## src/rtl/keypad_scanner.sv

```systemverilog
// ---------------------------------------------------------------------------
// keypad_scanner
//
// Active driver for a 4x4 matrix keypad. Columns are driven low one at a
// time; after a settle delay the synchronized rows are sampled. A detected
// press is debounced, reported once as a key code over a valid/ready
// handshake, and then the scanner waits for a debounced release before it
// moves on to the next column.
//
// Ports
//   clk        in   1  system clock
//   rst        in   1  asynchronous reset, active-low
//   row_n      in   4  keypad rows, active-low, asynchronous to clk
//   col_n      out  4  column drive, one-hot active-low; 4'b1111 = none driven
//   key_code   out  4  {row_idx[1:0], col_idx[1:0]}; meaningful while key_valid
//   key_valid  out  1  key_code available; held until accepted
//   key_ready  in   1  consumer accepts key_code on key_valid && key_ready
//   busy       out  1  high whenever the scanner is not actively scanning
// ---------------------------------------------------------------------------
module keypad_scanner #(
  parameter int SETTLE_CYC   = 27,
  parameter int DEBOUNCE_CYC = 270_000,
  parameter int CNT_W        = 20
) (
  input  logic       clk,
  input  logic       rst,
  input  logic [3:0] row_n,
  output logic [3:0] col_n,
  output logic [3:0] key_code,
  output logic       key_valid,
  input  logic       key_ready,
  output logic       busy
);

  localparam logic [2:0] SCAN_DRIVE   = 3'd0;
  localparam logic [2:0] SCAN_SAMPLE  = 3'd1;
  localparam logic [2:0] DEBOUNCE     = 3'd2;
  localparam logic [2:0] REPORT       = 3'd3;
  localparam logic [2:0] WAIT_RELEASE = 3'd4;

  localparam logic [CNT_W-1:0] SETTLE_LAST   = CNT_W'(SETTLE_CYC - 1);
  localparam logic [CNT_W-1:0] DEBOUNCE_LAST = CNT_W'(DEBOUNCE_CYC - 1);
  localparam logic [CNT_W-1:0] CNT_ONE       = CNT_W'(1);
  localparam logic [CNT_W-1:0] CNT_ZERO      = '0;

  logic [3:0]       row_meta_q, row_meta_d;
  logic [3:0]       row_sync_q, row_sync_d;
  logic [2:0]       state_q, state_d;
  logic [1:0]       col_idx_q, col_idx_d;
  logic [CNT_W-1:0] cnt_q, cnt_d;
  logic [1:0]       row_idx_q, row_idx_d;
  logic [3:0]       pattern_q, pattern_d;
  logic [3:0]       key_code_q, key_code_d;
  logic             key_valid_q, key_valid_d;
  logic [3:0]       col_n_q, col_n_d;
  logic [3:0]       rows;
  logic             rows_idle;

  assign rows      = row_sync_q;
  assign rows_idle = (rows == 4'b1111);

  // Next-state logic. One counter is shared between the settle delay, the
  // press debounce and the release debounce since only one is ever active.
  // The column drive is computed from the next column index so the pins
  // change on the same edge as the index and the settle delay covers the
  // synchronizer latency for the newly driven column.
  always_comb begin
    row_meta_d  = row_n;
    row_sync_d  = row_meta_q;
    state_d     = state_q;
    col_idx_d   = col_idx_q;
    cnt_d       = cnt_q;
    row_idx_d   = row_idx_q;
    pattern_d   = pattern_q;
    key_code_d  = key_code_q;
    key_valid_d = key_valid_q;

    case (state_q)
      SCAN_DRIVE: begin
        if (cnt_q == SETTLE_LAST) begin
          cnt_d   = CNT_ZERO;
          state_d = SCAN_SAMPLE;
        end else begin
          cnt_d = cnt_q + CNT_ONE;
        end
      end

      SCAN_SAMPLE: begin
        cnt_d = CNT_ZERO;
        if (rows_idle) begin
          col_idx_d = col_idx_q + 2'd1;
          state_d   = SCAN_DRIVE;
        end else begin
          // Several keys in one column: the lowest-numbered row wins.
          if (!rows[0]) begin
            row_idx_d = 2'd0;
          end else if (!rows[1]) begin
            row_idx_d = 2'd1;
          end else if (!rows[2]) begin
            row_idx_d = 2'd2;
          end else begin
            row_idx_d = 2'd3;
          end
          pattern_d = rows;
          state_d   = DEBOUNCE;
        end
      end

      DEBOUNCE: begin
        if (rows != pattern_q) begin
          cnt_d   = CNT_ZERO;
          state_d = SCAN_DRIVE;
        end else if (cnt_q == DEBOUNCE_LAST) begin
          cnt_d       = CNT_ZERO;
          key_code_d  = {row_idx_q, col_idx_q};
          key_valid_d = 1'b1;
          state_d     = REPORT;
        end else begin
          cnt_d = cnt_q + CNT_ONE;
        end
      end

      REPORT: begin
        if (key_valid_q && key_ready) begin
          key_valid_d = 1'b0;
          cnt_d       = CNT_ZERO;
          state_d     = WAIT_RELEASE;
        end
      end

      WAIT_RELEASE: begin
        // Any low row restarts the release qualification, so a release that
        // happened while the consumer stalled still has to be re-confirmed.
        if (!rows_idle) begin
          cnt_d = CNT_ZERO;
        end else if (cnt_q == DEBOUNCE_LAST) begin
          cnt_d     = CNT_ZERO;
          col_idx_d = col_idx_q + 2'd1;
          state_d   = SCAN_DRIVE;
        end else begin
          cnt_d = cnt_q + CNT_ONE;
        end
      end

      default: begin
        cnt_d       = CNT_ZERO;
        key_valid_d = 1'b0;
        state_d     = SCAN_DRIVE;
      end
    endcase

    col_n_d = ~(4'b0001 << col_idx_d);
  end

  // State registers. Reset parks the column drive at all-high so no column
  // is driven until the scanner is running again.
  always_ff @(posedge clk or negedge rst) begin
    if (!rst) begin
      row_meta_q  <= 4'b1111;
      row_sync_q  <= 4'b1111;
      state_q     <= SCAN_DRIVE;
      col_idx_q   <= 2'd0;
      cnt_q       <= CNT_ZERO;
      row_idx_q   <= 2'd0;
      pattern_q   <= 4'b1111;
      key_code_q  <= 4'd0;
      key_valid_q <= 1'b0;
      col_n_q     <= 4'b1111;
    end else begin
      row_meta_q  <= row_meta_d;
      row_sync_q  <= row_sync_d;
      state_q     <= state_d;
      col_idx_q   <= col_idx_d;
      cnt_q       <= cnt_d;
      row_idx_q   <= row_idx_d;
      pattern_q   <= pattern_d;
      key_code_q  <= key_code_d;
      key_valid_q <= key_valid_d;
      col_n_q     <= col_n_d;
    end
  end

  assign col_n     = col_n_q;
  assign key_code  = key_code_q;
  assign key_valid = key_valid_q;
  assign busy      = (state_q != SCAN_DRIVE) && (state_q != SCAN_SAMPLE);

endmodule
```

## config.mk

```make
export PLATFORM = sky130hd
export DESIGN_NAME = keypad_scanner
export DESIGN_NICKNAME = d
export VERILOG_FILES = /design/src/rtl/keypad_scanner.sv
export SDC_FILE = /design/constraint.sdc
export NUM_CORES = 1
export LEC_CHECK = 0
export CORE_MARGIN = 2
export CORE_UTILIZATION = 40
export DETAILED_ROUTE_END_ITERATION = 12
export SLEW_MARGIN = 20
export SYNTH_ARGS = -nofsm -noshare
export SYNTH_HDL_FRONTEND = slang
export SYNTH_SLANG_ARGS = --single-unit
```

## constraint.sdc

```tcl
create_clock -name clk -period 2.86 [get_ports clk]
set_input_delay 0.858 -clock clk [delete_from_list [all_inputs] [get_ports clk]]
set_output_delay 0.858 -clock clk [all_outputs]
set_load 0.05 [all_outputs]
```

# ---- After elaboration in Yosys (flattened, before gate mapping)
# Index checks and enable logic that the tools add are counted.
dict set report totals {
  reg_bits 48
  latchBits 0
  ramBits 0
  romBits 0
  input_bits 7
  out_inout_bits 10
  wordCells 67
  n_memories 0
}
dict set report classes {
  add_sub_neg 2
  mul 0
  div 0
  magnitude_cmp 0
  eq_ne 16
  n_shift 1
  muxes 25
  bitwise_logic 4
  n_reduce_logical 9
}
# operator n
set op_table {}
lappend op_table {{20-bit two-way mux} 5}
lappend op_table {{20-bit one-hot mux with 4 select lines} 1}
lappend op_table {{20-bit by 1-bit adder with 20-bit output (second input constant)} 1}
lappend op_table {{20-bit by 19-bit equality test with 1-bit output (second input constant)} 1}
lappend op_table {{20-bit by 5-bit equality test with 1-bit output (second input constant)} 1}
lappend op_table {{3-bit two-way mux} 6}
lappend op_table {{3-bit one-hot mux with 5 select lines} 1}
lappend op_table {{2-bit two-way mux} 6}
lappend op_table {{2-bit != test (second input constant)} 6}
lappend op_table {{3-bit by 2-bit equality test with 1-bit output (second input constant)} 2}
lappend op_table {{5-bit AND reduction} 1}
lappend op_table {{4-bit equality test (second input constant)} 1}
lappend op_table {{1-bit two-way mux} 4}
lappend op_table {{4-bit != test} 1}
lappend op_table {{4-bit NOT} 1}
lappend op_table {{2-bit one-hot mux with 2 select lines} 1}
lappend op_table {{4-bit AND reduction} 1}
lappend op_table {{1-bit by 2-bit left shift with 4-bit output (first input constant)} 1}
lappend op_table {{3-bit by 1-bit equality test with 1-bit output (second input constant)} 1}
lappend op_table {{3-bit equality test (second input constant)} 1}
lappend op_table {{3-bit zero test} 1}
lappend op_table {{3-bit by 1-bit != test with 1-bit output (second input constant)} 1}
lappend op_table {{3-bit != test (second input constant)} 1}
lappend op_table {{1-bit NOT} 3}
lappend op_table {{7 further kinds} 8}

# ---- Longest topological paths before layout
dict set report logic_depth {
  word_depth 6
  ltp_mapped 8
  depth_no_buf 7
}

# ---- Worst setup path before layout
# No wires, ideal clock.
dict set report synth_timing {
  path_kind {flip-flop to flip-flop}
  start {reg cnt_q[0]}
  end {reg state_q[1]}
  setup_time_ps 125
  t_arrival_ps 2362
  required_ps 2735
  path_slack_ps 373
  path_stages_with_launch 8
  n_path_buf 0
  cell_sequence {dfrtp_1 inv_1 ha_1 or4b_2 nor4_1 a21boi_1 or4_4 mux2_4}
}
dict set report synth_via {
  elab_chain_cells 3
  word_cells_on_any_way 6
  cone_classes {5 x eq/ne; 1 x reduce/logical}
}
# element line_no
set synth_lines {}
lappend synth_lines {{start: declaration} 50} ;# logic [CNT_W-1:0] cnt_q, cnt_d;
lappend synth_lines {{start signal: assignment} 174} ;# cnt_q <= cnt_d;
lappend synth_lines {{20-bit by 19-bit equality test with 1-bit output / 20-bit by 5-bit equality test with 1-bit output (equally long branches)} {113, 136, 80}}
lappend synth_lines {{3-bit != test (no line) / 2-bit != test (equally long branches)} -}
lappend synth_lines {{5-bit AND reduction (no line) (*)} -}
lappend synth_lines {{end signal: assignment} 172} ;# state_q <= state_d;
lappend synth_lines {{end: declaration} 48} ;# logic [2:0] state_q, state_d;
# Every way passes the cells marked *; elsewhere a longest branch is shown, timed or not.
# A chain may end at the register's enable or synchronous reset.

# ---- Worst setup path after layout
dict set report layout_timing {
  start {reg state_q[1]}
  end {out busy}
}
dict set report layout_via {
  elab_chain_cells 2
  word_cells_on_any_way 3
  cone_classes {1 x eq/ne; 2 x reduce/logical}
}
# element line_no
set layout_lines {}
lappend layout_lines {{3-bit by 1-bit != test with 1-bit output / 3-bit nonzero test (equally long branches)} 186} ;# assign busy = (state_q != SCAN_DRIVE) && (state_q != SCAN_SAMPLE);
lappend layout_lines {{1-bit logical AND (*)} 186}
lappend layout_lines {{end: declaration} 32} ;# output logic busy
# Marked as above.

==> qor.txt <==
Hold-critical path depth -> 0
Crit Reg-Reg Endpoint -> state_q[1]
R2R depth -> 7
Layout Cells excl Fill -> 319
Fillcell total -> 525
Leading area contributor after synthesis -> dfrtp_1
Clk_lat worst skew -> 0.31 ns
Share of layout cells above drive strength 1 -> 19.43%
Worst EP required -> 2.00 ns
Status -> finished, final reports clean
Unique masters post-synth -> 46
CP arrival -> 1.82 ns
Core outline area -> 0.005540 mm2
Aggregate routed wire length -> 4.362 mm
CP max FO -> 11
I/O pins -> 17
Initial core utilization -> 41.71%
Initial antenna violation count -> 0
Global-route wire length before repair -> 7.659 mm
Min-delay src -> row_meta_q[0]
TNS Setup -> 0 ns
Final Max Slew Viols -> 0
Post-synth EDFFs -> 0
Drt via density -> 5.257
Family with the most delay on the worst path -> buffers and inverters
FF+latch count, synth -> 48
Diode count -> 0
Slowest-stage cell, CP -> clkdlybuf4s50_1
CP bufs+invs -> 1
Root buf cell -> clkbuf_8
CTS clk-pin slew, worst paths -> 0.09 ns
Num rows -> 27
Number of buffers added on ports -> 16
Critical Path, Cell by Cell -> or2_2 -> clkdlybuf4s50_1
Placed insts -> 311
Final setup vio count -> 0
Post-Syn Area per Cell -> 10.50 um2
Vias in the first global route -> 1606
DRC -> 0
Global Route Usage Sum -> 15.46%
Worst VDD drop -> 287.4 uV
Placer congestion estimate -> 0.8352
Least-Margin Pin Slew -> 0.7449 ns
Via Count -> 1677
Drt wl/cell -> 13.67 um
Cells after synthesis -> 220
Syn Std Cell Area -> 0.002311 mm2
Post-CTS Hold Buffers -> 0
DIE WIDTH -> 80.01 um
WHS Endpoint -> row_sync_q[0]
Most used DFF post-synth -> dfrtp_1
CTS Buf Count -> 5
Remaining antenna violation count after routing -> 0
Leak -> 1.126 nW
Router iterations before antenna repair -> 4
Max-slew headroom -> 50.24%
Pwr dens -> 465.2 mW/mm2
Clock Skews -> 0.01268 ns
Synth Warn # -> 0
Max Clk Rate -> 0.3728 GHz
DIE HEIGHT -> 80.01 um
CTS Sinks -> 48
Fin crit period -> 2.682 ns
Post-CTS Resized -> 0
Post-synthesis sequential area ratio -> 52.84%
Ranking of synthesized cells by area -> dfrtp_1 (35%), dfstp_2 (18%), xor2_1 (5.3%)
Post-CTS Setup Bufs -> 0
R2r startpoint -> cnt_q[0]
Initial DRC Count -> 81
Hold Fails Final Rpt -> 0
Critical path startpoint category -> flip-flop
Dpl hpwl -> 3.161 mm
Critical path's largest stage delay -> 0.70 ns
Total nets after synthesis -> 229
Largest net degree at the start of global routing -> 26
Max-Cap Viols -> 0
CP Capture Type -> primary output
Post-synth top area share -> 34.65%
RSZ-0062 raised after global routing -> false
Final #Nets -> 255
HP Class -> reg2reg
Die Area -> 0.006402 mm2
Area delta synth->final -> 18.46%
CTS tree -> done
H-tree Lvls -> 2
Final worst path period share -> 93.78%
GRT overflow -> 0
Reg-to-reg setup timing slack -> 0.24 ns
CP Class -> reg2out
Worst-case clock buffer depth -> 2
Asr flop ratio synth -> 100.0%
## final cells by class
class	count	area, um2	area share, %
well taps	72	90.09	3.291
inverters	3	11.26	0.4113
flip-flops and latches	48	1221	44.61
clock inverters	2	38.79	1.417
multi-input cells	165	1062	38.80
repair buffers	23	220.2	8.044
clock buffers	6	93.84	3.428
## state kept, by name (all words and copies together) (netlist names)
| name | cells |
|---|---|
| cnt_q | 20 |
| col_n | 4 |
| key_code | 4 |
| pattern_q | 4 |
| row_meta_q | 4 |
| row_sync_q | 4 |
| state_q | 3 |
| col_idx_q | 2 |
| row_idx_q | 2 |
| key_valid | 1 |
## cells in the mapped netlist (all sizes together), types with 2 or more instances
cell type,number
mux2i,5
a21oi,6
a2111oi,2
nand2,25
and2,3
dfstp,16
mux2,5
o22a,2
xor2,14
nor2,29
nand4,6
nor4,5
dfrtp,32
nor3b,2
nor3,7
nand3,13
o21ai,8
ha,2
nor2b,3
xnor2,6
inv,3
clkbuf,3
or4,3
## cell usage in the layout (no fill, tap or decap), drive strengths merged, types with 2 or more instances in the layout
cell type,synthesis,final
o22a,2,2
nand3,13,13
nand4,6,6
nor2b,3,3
nor3,7,7
mux2,5,5
clkdlybuf4s50,0,15
o21ai,8,8
nor4,5,5
mux2i,5,5
a2111oi,2,2
nor3b,2,2
xnor2,6,6
ha,2,2
a21oi,6,6
xor2,14,14
inv,3,4
clkbuf,3,6
dfrtp,32,32
buf,1,8
nand2,25,25
nor2,29,29
and2,3,3
or4,3,3
dfstp,16,16
## through the flow
step	utilization [%]	cell area, um2	setup slack, ns	power, W	hold WS (ns)
after floorplan	-	2311	0.3732	0.0007093	0.3452
after global placement	47.02	2605	0.2793	0.0007353	0.3453
after detailed placement	47.02	2605	0.2506	0.0007357	0.3473
after CTS	49.41	2738	0.1781	0.001288	0.3611
after global routing	49.41	2738	0.1211	0.001316	0.3654
final	49.41	2738	0.1778	0.001273	0.3599
## power breakdown
part / internal (W) / total [W] / switching (W)
combinational: 0.0000114 / 0.0000285 / 0.0000170
sequential: 0.000689 / 0.000693 / 0.00000415
clock: 0.000317 / 0.000552 / 0.000235
total: 0.00102 / 0.00127 / 0.000256
## how the worst max path moves through the flow
stage | from | end | slack, ns | cells past startpoint
6_report | state_q[1] | busy | 0.18 | 2
4_1_cts | state_q[1] | busy | 0.18 | 2
3_3_place_gp | cnt_q[0] | state_q[1] | 0.28 | 7
2_1_floorplan | cnt_q[0] | state_q[1] | 0.37 | 7
3_5_place_dp | cnt_q[0] | state_q[1] | 0.25 | 7
5_1_grt | state_q[1] | busy | 0.12 | 2
## cells by family after synthesis
family / after synthesis / share of synthesized area (%)
AND/OR/NAND/NOR: 108 / 25.39
adder cells (fa/ha/maj): 2 / 1.083
XOR/XNOR: 20 / 7.580
multiplexers: 10 / 4.764
buffers and inverters: 7 / 1.191
flip-flops: 48 / 52.84
AO/OA/AOI/OAI: 25 / 7.148
## worst reg2reg max path, stage by stage (launching register included)
cell	delay, ns
dfrtp_1	0.41
inv_1	0.10
ha_1	0.15
or4b_2	0.57
nor4_1	0.20
a21boi_1	0.21
or4_4	0.57
mux2_4	0.31
## layer usage
metal / track usage [%] / share of wire, % / vias up
li1: - / - / 832
met1: 22.97 / 52 / 816
met2: 22.25 / 44 / 23
met3: 3.394 / 2.8 / 6
met4: 5.085 / 1.4 / 0
met5: 0 / 0 / -
(Power assumes the default switching activity.)
